==> src/rtl/ptp_tx_gen_if.sv <==
// Request/response and GMII transmit bundle for the PTP event-frame generator.
// The master side requests frames and supplies RTC time; the slave side is the generator.
interface ptp_tx_gen_if;
    logic [79:0] rtc_timer_in;
    logic        tx_req;
    logic [3:0]  tx_msgid;
    logic [15:0] tx_seqid;
    logic        tx_busy;
    logic        tx_done;
    logic [79:0] tx_ts;
    logic        gmii_ctrl;
    logic [7:0]  gmii_data;

    modport master (
        output rtc_timer_in, tx_req, tx_msgid, tx_seqid,
        input  tx_busy, tx_done, tx_ts, gmii_ctrl, gmii_data
    );

    modport slave (
        input  rtc_timer_in, tx_req, tx_msgid, tx_seqid,
        output tx_busy, tx_done, tx_ts, gmii_ctrl, gmii_data
    );
endinterface

==> src/rtl/ptp_tx_gen.sv <==
// One-step PTP event-frame transmitter: preamble, 60-byte L2 PTP frame with the
// RTC time captured at the SFD edge, CRC-32 FCS and inter-frame gap on GMII.
module ptp_tx_gen #(
    parameter logic [47:0] SRC_MAC  = 48'h00_0A_35_00_00_01,
    parameter logic [63:0] CLOCK_ID = 64'h000A35FFFE000001,
    parameter logic [15:0] PORT_NUM = 16'h0001
) (
    input  logic         gmii_clk,
    input  logic         rst,
    ptp_tx_gen_if.slave  tx_if
);

    typedef enum logic [2:0] {
        S_IDLE  = 3'd0,
        S_PRE   = 3'd1,
        S_FRAME = 3'd2,
        S_FCS   = 3'd3,
        S_IFG   = 3'd4
    } state_t;

    state_t      r_state;
    state_t      w_state_nxt;
    logic [6:0]  r_cnt;
    logic        w_accept;
    logic [3:0]  r_msgid;
    logic [15:0] r_seqid;
    logic [79:0] r_ts;
    logic [31:0] r_crc;
    logic [7:0]  r_data;
    logic        r_ctrl;
    logic        r_busy;
    logic        r_done;
    logic [7:0]  w_frame_byte;
    logic [7:0]  w_fcs_byte;

    function automatic logic [31:0] crc32_byte(input logic [31:0] crc_in, input logic [7:0] data);
        logic [31:0] c;
        c = crc_in ^ {24'h000000, data};
        for (int i = 0; i < 8; i++) begin
            if (c[0]) begin
                c = {1'b0, c[31:1]} ^ 32'hEDB88320;
            end else begin
                c = {1'b0, c[31:1]};
            end
        end
        return c;
    endfunction

    function automatic logic [7:0] control_field(input logic [3:0] msgid);
        logic [7:0] cf;
        case (msgid)
            4'h0:    cf = 8'h00;
            4'h1:    cf = 8'h01;
            default: cf = 8'h05;
        endcase
        return cf;
    endfunction

    // Next-state decode; the last IFG cycle also samples tx_req so a held
    // request restarts exactly 12 idle cycles after the previous FCS.
    always_comb begin
        w_state_nxt = r_state;
        w_accept    = 1'b0;
        case (r_state)
            S_IDLE: begin
                if (tx_if.tx_req) begin
                    w_state_nxt = S_PRE;
                    w_accept    = 1'b1;
                end else begin
                    w_state_nxt = S_IDLE;
                end
            end
            S_PRE: begin
                if (r_cnt == 7'd7) w_state_nxt = S_FRAME;
                else               w_state_nxt = S_PRE;
            end
            S_FRAME: begin
                if (r_cnt == 7'd59) w_state_nxt = S_FCS;
                else                w_state_nxt = S_FRAME;
            end
            S_FCS: begin
                if (r_cnt == 7'd3) w_state_nxt = S_IFG;
                else               w_state_nxt = S_FCS;
            end
            S_IFG: begin
                if (r_cnt == 7'd11) begin
                    if (tx_if.tx_req) begin
                        w_state_nxt = S_PRE;
                        w_accept    = 1'b1;
                    end else begin
                        w_state_nxt = S_IDLE;
                    end
                end else begin
                    w_state_nxt = S_IFG;
                end
            end
            default: w_state_nxt = S_IDLE;
        endcase
    end

    // State register and byte counter, cleared on every state change.
    always_ff @(posedge gmii_clk) begin
        if (rst) begin
            r_state <= S_IDLE;
            r_cnt   <= 7'd0;
        end else begin
            r_state <= w_state_nxt;
            if ((w_state_nxt != r_state) || (r_state == S_IDLE)) r_cnt <= 7'd0;
            else                                                 r_cnt <= r_cnt + 7'd1;
        end
    end

    // Request fields captured on accept so the frame in flight is stable.
    always_ff @(posedge gmii_clk) begin
        if (rst) begin
            r_msgid <= 4'h0;
            r_seqid <= 16'h0000;
        end else if (w_accept) begin
            r_msgid <= tx_if.tx_msgid;
            r_seqid <= tx_if.tx_seqid;
        end
    end

    // FRAME byte map indexed by the byte counter.
    always_comb begin
        w_frame_byte = 8'h00;
        case (r_cnt)
            7'd0:    w_frame_byte = 8'h01;
            7'd1:    w_frame_byte = 8'h1B;
            7'd2:    w_frame_byte = 8'h19;
            7'd6:    w_frame_byte = SRC_MAC[47:40];
            7'd7:    w_frame_byte = SRC_MAC[39:32];
            7'd8:    w_frame_byte = SRC_MAC[31:24];
            7'd9:    w_frame_byte = SRC_MAC[23:16];
            7'd10:   w_frame_byte = SRC_MAC[15:8];
            7'd11:   w_frame_byte = SRC_MAC[7:0];
            7'd12:   w_frame_byte = 8'h88;
            7'd13:   w_frame_byte = 8'hF7;
            7'd14:   w_frame_byte = {4'h0, r_msgid};
            7'd15:   w_frame_byte = 8'h02;
            7'd17:   w_frame_byte = 8'h2C;
            7'd34:   w_frame_byte = CLOCK_ID[63:56];
            7'd35:   w_frame_byte = CLOCK_ID[55:48];
            7'd36:   w_frame_byte = CLOCK_ID[47:40];
            7'd37:   w_frame_byte = CLOCK_ID[39:32];
            7'd38:   w_frame_byte = CLOCK_ID[31:24];
            7'd39:   w_frame_byte = CLOCK_ID[23:16];
            7'd40:   w_frame_byte = CLOCK_ID[15:8];
            7'd41:   w_frame_byte = CLOCK_ID[7:0];
            7'd42:   w_frame_byte = PORT_NUM[15:8];
            7'd43:   w_frame_byte = PORT_NUM[7:0];
            7'd44:   w_frame_byte = r_seqid[15:8];
            7'd45:   w_frame_byte = r_seqid[7:0];
            7'd46:   w_frame_byte = control_field(r_msgid);
            7'd47:   w_frame_byte = 8'h7F;
            7'd48:   w_frame_byte = r_ts[79:72];
            7'd49:   w_frame_byte = r_ts[71:64];
            7'd50:   w_frame_byte = r_ts[63:56];
            7'd51:   w_frame_byte = r_ts[55:48];
            7'd52:   w_frame_byte = r_ts[47:40];
            7'd53:   w_frame_byte = r_ts[39:32];
            7'd54:   w_frame_byte = r_ts[31:24];
            7'd55:   w_frame_byte = r_ts[23:16];
            7'd56:   w_frame_byte = r_ts[15:8];
            7'd57:   w_frame_byte = r_ts[7:0];
            default: w_frame_byte = 8'h00;
        endcase
    end

    // FCS is the complemented CRC, least-significant byte first.
    always_comb begin
        w_fcs_byte = 8'h00;
        case (r_cnt[1:0])
            2'd0:    w_fcs_byte = ~r_crc[7:0];
            2'd1:    w_fcs_byte = ~r_crc[15:8];
            2'd2:    w_fcs_byte = ~r_crc[23:16];
            2'd3:    w_fcs_byte = ~r_crc[31:24];
            default: w_fcs_byte = 8'h00;
        endcase
    end

    // Registered GMII outputs, CRC accumulation and SFD-edge timestamp capture.
    always_ff @(posedge gmii_clk) begin
        if (rst) begin
            r_ctrl <= 1'b0;
            r_data <= 8'h00;
            r_busy <= 1'b0;
            r_done <= 1'b0;
            r_ts   <= 80'h0;
            r_crc  <= 32'hFFFFFFFF;
        end else begin
            r_ctrl <= 1'b0;
            r_data <= 8'h00;
            r_done <= 1'b0;
            r_busy <= (r_state != S_IDLE);
            case (r_state)
                S_PRE: begin
                    r_ctrl <= 1'b1;
                    r_crc  <= 32'hFFFFFFFF;
                    if (r_cnt == 7'd7) begin
                        r_data <= 8'hD5;
                        r_ts   <= tx_if.rtc_timer_in;
                    end else begin
                        r_data <= 8'h55;
                    end
                end
                S_FRAME: begin
                    r_ctrl <= 1'b1;
                    r_data <= w_frame_byte;
                    r_crc  <= crc32_byte(r_crc, w_frame_byte);
                end
                S_FCS: begin
                    r_ctrl <= 1'b1;
                    r_data <= w_fcs_byte;
                end
                S_IFG: begin
                    r_done <= (r_cnt == 7'd0);
                end
                default: begin
                    r_ctrl <= 1'b0;
                end
            endcase
        end
    end

    assign tx_if.gmii_ctrl = r_ctrl;
    assign tx_if.gmii_data = r_data;
    assign tx_if.tx_busy   = r_busy;
    assign tx_if.tx_done   = r_done;
    assign tx_if.tx_ts     = r_ts;

endmodule

==> src/flat_wrapper.sv <==
// flat-port wrapper written by rule: the top's interface ports become plain ports
module ptp_tx_gen_flat 
#(
    parameter logic [47:0] SRC_MAC  = 48'h00_0A_35_00_00_01,
    parameter logic [63:0] CLOCK_ID = 64'h000A35FFFE000001,
    parameter logic [15:0] PORT_NUM = 16'h0001
)
  (gmii_clk, rst, tx_if_rtc_timer_in, tx_if_tx_req, tx_if_tx_msgid, tx_if_tx_seqid, tx_if_tx_busy, tx_if_tx_done, tx_if_tx_ts, tx_if_gmii_ctrl, tx_if_gmii_data);
  ptp_tx_gen_if tx_if_i ();
  input  logic gmii_clk;
  input  logic rst;
  input wire logic [$bits(tx_if_i.rtc_timer_in)-1:0] tx_if_rtc_timer_in;
  input wire logic [$bits(tx_if_i.tx_req)-1:0] tx_if_tx_req;
  input wire logic [$bits(tx_if_i.tx_msgid)-1:0] tx_if_tx_msgid;
  input wire logic [$bits(tx_if_i.tx_seqid)-1:0] tx_if_tx_seqid;
  output wire logic [$bits(tx_if_i.tx_busy)-1:0] tx_if_tx_busy;
  output wire logic [$bits(tx_if_i.tx_done)-1:0] tx_if_tx_done;
  output wire logic [$bits(tx_if_i.tx_ts)-1:0] tx_if_tx_ts;
  output wire logic [$bits(tx_if_i.gmii_ctrl)-1:0] tx_if_gmii_ctrl;
  output wire logic [$bits(tx_if_i.gmii_data)-1:0] tx_if_gmii_data;
  assign tx_if_i.rtc_timer_in = tx_if_rtc_timer_in;
  assign tx_if_i.tx_req = tx_if_tx_req;
  assign tx_if_i.tx_msgid = tx_if_tx_msgid;
  assign tx_if_i.tx_seqid = tx_if_tx_seqid;
  assign tx_if_tx_busy = tx_if_i.tx_busy;
  assign tx_if_tx_done = tx_if_i.tx_done;
  assign tx_if_tx_ts = tx_if_i.tx_ts;
  assign tx_if_gmii_ctrl = tx_if_i.gmii_ctrl;
  assign tx_if_gmii_data = tx_if_i.gmii_data;
  ptp_tx_gen #(.SRC_MAC(SRC_MAC), .CLOCK_ID(CLOCK_ID), .PORT_NUM(PORT_NUM)) u_core (.gmii_clk(gmii_clk), .rst(rst), .tx_if(tx_if_i));
endmodule
==> config.mk <==
export PLATFORM = sky130hd
export DESIGN_NAME = ptp_tx_gen_flat
export DESIGN_NICKNAME = d
export VERILOG_FILES = /design/src/rtl/ptp_tx_gen_if.sv /design/src/rtl/ptp_tx_gen.sv /design/src/flat_wrapper.sv
export SDC_FILE = /design/constraint.sdc
export NUM_CORES = 1
export LEC_CHECK = 0
export ABC_CLOCK_PERIOD_IN_PS = 5250
export BUFFER_PORTS_ARGS = -buffer_cell sky130_fd_sc_hd__buf_2
export CORE_MARGIN = 5
export CORE_UTILIZATION = 45
export DETAILED_ROUTE_END_ITERATION = 8
export PLACE_DENSITY = 0.69
export SLEW_MARGIN = 20
export SYNTH_ARGS = -nofsm -noshare
export SYNTH_HDL_FRONTEND = slang
export SYNTH_SLANG_ARGS = --single-unit
==> constraint.sdc <==
create_clock -name gmii_clk -period 5.25 [get_ports gmii_clk]
set_input_delay 1.05 -clock gmii_clk [delete_from_list [all_inputs] [get_ports gmii_clk]]
set_output_delay 1.05 -clock gmii_clk [all_outputs]
set_load 0.01 [all_outputs]
==> results.md <==
- Area grow syn2layout: 21.0%
- Syn avg cell area: about 8.2 um^2
- Synthesized area: 7710 um^2
- Max cap viols: 0
- Post-CTS Setup Inserts: 0
- Cells after DPL: around 1300
- 1st-iter DRT viols: 644
- Crit-path max FO: 24
- Critical Path Sink Type: flop
- DR vias/cell: 5.57
- First-pass GRT wire length: 38900 um
- Max clock buf depth: 2
- Power per cell area: 284 nW/um^2
- Final WL: 25300 um
- Hold wc startpoint: u_core.r_seqid[9]
- Leak: around 3.8 nW
- Placeable Area: 16700 um^2
- Main synth FF type: dfxtp_1
- Worst-path cell chain: inv_1 -> ha_1 -> nor2b_1 -> and2_1 -> a2111oi_0 -> and4_1 -> xnor2_1 -> xnor3_1 -> xor2_1 -> xor2_1 -> o32a_1
- Post-CTS Hold Buffers: 0
- Startpoint Class: flop
- Die footprint: 19900 um^2
- Min Tclk post-route: ~4.2 ns
- Seq/Total Area, Yosys: 39.7%
- Cts repair resizes: 0
- Worst path slowest cell: ha_1
- Clock transition at path regs: ~0.060 ns
- IO buf count: around 190
- Ant diodes: 0
- CTS sink cnt: ~150
- Worst-Margin Slew: 1.02 ns
- Post-route antenna net violation count: 0
- Number of global-route vias before repair: about 7000
- Yosys reg bits: 153
- Commonest non-fill, non-tap cell in the layout: nand2_1
- Total track usage: between 20 and 25%
- Largest net degree at the start of global routing: 81
- GPL Wtd Cong: 0.952
- Die X: 141 um
- Min-Delay Path Depth: 2
- Wire length per cell: 19.2 um
- Yosys cell types: 68
- Status: complete, no violations
- Final setup violation count: 0
- Vias: approximately 7400
- Std cell rows: 47
- Gr ovfl total: 0
- Post-Layout Cell Count: approximately 1300
- Cell mode on critical path: xor2_1
- Worst slew margin: 32.1%
- RSZ-0062 raised after global routing: false
- Reg2reg start: u_core.r_cnt[0]
- Boundary Pins: roughly 190
- Initial antenna violation count: 0
- Cell family with most CP delay: XOR/XNOR gates
- Crit path buf inv count: 1
- Starting Density: 46.2%
- Reg-to-reg setup timing slack: ~1.1 ns
- Remaining DRCs: 0
- CTS H-tree depth: 4
- Setup TNS Final: 0 ns
- Syn Nets: about 1000
- R2R depth: 11
- Most frequent cells in the layout: nand2_1 (230), buf_2 (192), dfxtp_1 (152), a21oi_1 (123), nor2_1 (43)
- Layout Skew: 0.0114 ns
- CTS buffer count: 17
- Post-Synthesis Cells: around 940
- Yosys Warn Count: 0
- CTS tree: yes
- Fraction of layout cells with a size suffix above 1: between 20% and 30%
- Hold Path Sink: u_core.r_seqid[9]
- Fmax: 239 MHz
- Final count of hold timing violations: 0
- Reg2Reg Capture Point: u_core.r_crc[18]
- Max-slew violations: 0
- Post-layout nets: around 1200
- Max incr delay on CP: 0.77 ns
- Ys async rst share: 0%
- Chip height: 141 um
- Worst EP arrival: roughly 4.5 ns
- Max VDD drop: around 0.00025 V
- Worst skew pair latency: around 0.44 ns
- Drt pass-1 iters: 6
- EDFF count, synth: 0
- Final period util: 79.8%
- Dpl hpwl: approximately 18000 um
- Critical path class: reg -> reg
- Hold crit path type: reg -> reg
- WP data required: 5.57 ns
- Clk Tree Root Cell: clkbuf_16
cells by family after synthesis:
kind of cell | synth area share, %
buffers and inverters | 4.38
DFF | 39.7
adders and majority gates | 0.811
xor gates and xnor gates | 11.7
muxes | 2.09
AOI/OAI and AO/OA | 18.2
and+or+nand+nor | 23.1
worst max-delay path by stage:
stage	start	end	slack (ns)	depth (start not counted)
finish	u_core.r_cnt[0]	u_core.r_crc[18]	1.06	11
global route	u_core.r_cnt[0]	u_core.r_crc[18]	0.77	11
floorplan	u_core.r_cnt[1]	u_core.r_crc[19]	1.67	12
CTS	u_core.r_cnt[2]	u_core.r_crc[19]	1.10	9
global placement	u_core.r_cnt[2]	u_core.r_crc[19]	1.21	9
detailed placement	u_core.r_cnt[0]	u_core.r_crc[18]	1.13	11
final cells by class:
class,count,area (um^2)
Sequential cell,153,3060
Clock inverter,14,178
Clock buffer,18,429
Timing Repair Buffer,202,1040
Fill cell,1584,7370
Multi-Input combinational cell,704,4310
Tap cell,220,275
Inverter,10,37.5
stage by stage:
stage | utilization, % | power [W] | setup WS (ns) | hold slack (ns) | area (um^2)
detailed placement | 52.3 | 0.00140 | 1.13 | 0.450 | 8730
CTS | 55.9 | 0.00266 | 1.10 | 0.459 | 9330
floorplan | - | 0.00133 | 1.67 | 0.432 | 7710
global route | 55.9 | 0.00273 | 0.767 | 0.480 | 9330
global placement | 52.3 | 0.00140 | 1.21 | 0.448 | 8730
finish | 55.9 | 0.00265 | 1.06 | 0.461 | 9330
synth_stat cells, types with 3 or more instances:
master / n / area (um^2)
a211o_1: 3 / 26.3
a211oi_1: 5 / 37.5
a21oi_1: 123 / 616
a221oi_1: 3 / 26.3
a222oi_1: 4 / 40.0
a22o_1: 8 / 70.1
a22oi_1: 5 / 37.5
a31oi_1: 3 / 18.8
a32o_1: 3 / 30.0
a32oi_1: 10 / 87.6
and2_1: 7 / 43.8
and3_1: 5 / 31.3
and4b_1: 4 / 40.0
buf_1: 3 / 11.3
buf_2: 12 / 60.1
clkbuf_1: 54 / 203
dfxtp_1: 153 / 3060
ha_1: 5 / 62.6
inv_1: 9 / 33.8
mux2_2: 8 / 90.1
mux2i_1: 6 / 60.1
nand2_1: 230 / 863
nand2b_1: 27 / 169
nand3_1: 16 / 80.1
nand4_1: 11 / 68.8
nor2_1: 43 / 161
nor2b_1: 9 / 56.3
nor3_1: 10 / 50.1
o2111ai_1: 5 / 43.8
o211ai_1: 4 / 30.0
o21ai_0: 9 / 45.0
o221ai_1: 8 / 70.1
o22a_1: 4 / 35.0
o22ai_1: 19 / 119
or2_2: 5 / 31.3
or3_1: 3 / 18.8
xnor2_1: 37 / 324
xnor3_1: 10 / 225
xor2_1: 18 / 158
xor3_1: 4 / 95.1
routing by layer:
metal  up-vias  part of all wire (%)  global-route usage, %
met3        37                   8.6                   8.06
met1      3439                    40                   30.7
met5         -                     0                      0
met4         0                   2.0                   7.19
li1       3569                     -                      -
met2       310                    49                   41.9
flip-flops by register name, indices dropped and copies added (netlist names):
name                    count
u_core.r_crc               32
u_core.r_state              3
u_core.r_cnt                7
u_core.r_seqid             16
u_core.tx_if.tx_busy        1
u_core.tx_if.gmii_ctrl      1
u_core.tx_if.tx_done        1
u_core.r_msgid              4
u_core.tx_if.tx_ts         80
u_core.tx_if.gmii_data      8
power breakdown:
part           total [W]  switching [W]  internal (W)
clock network    0.00127       0.000548      0.000723
logic           0.000192       0.000106     0.0000867
registers        0.00118     0.00000949       0.00117
total            0.00265       0.000663       0.00198
tightest hold or removal path, cell delays in order (launching register included):
cell and delay (ns):
dfxtp_1 0.31, nand2_1 0.05, a21oi_1 0.05
(Power assumes the default switching activity.)
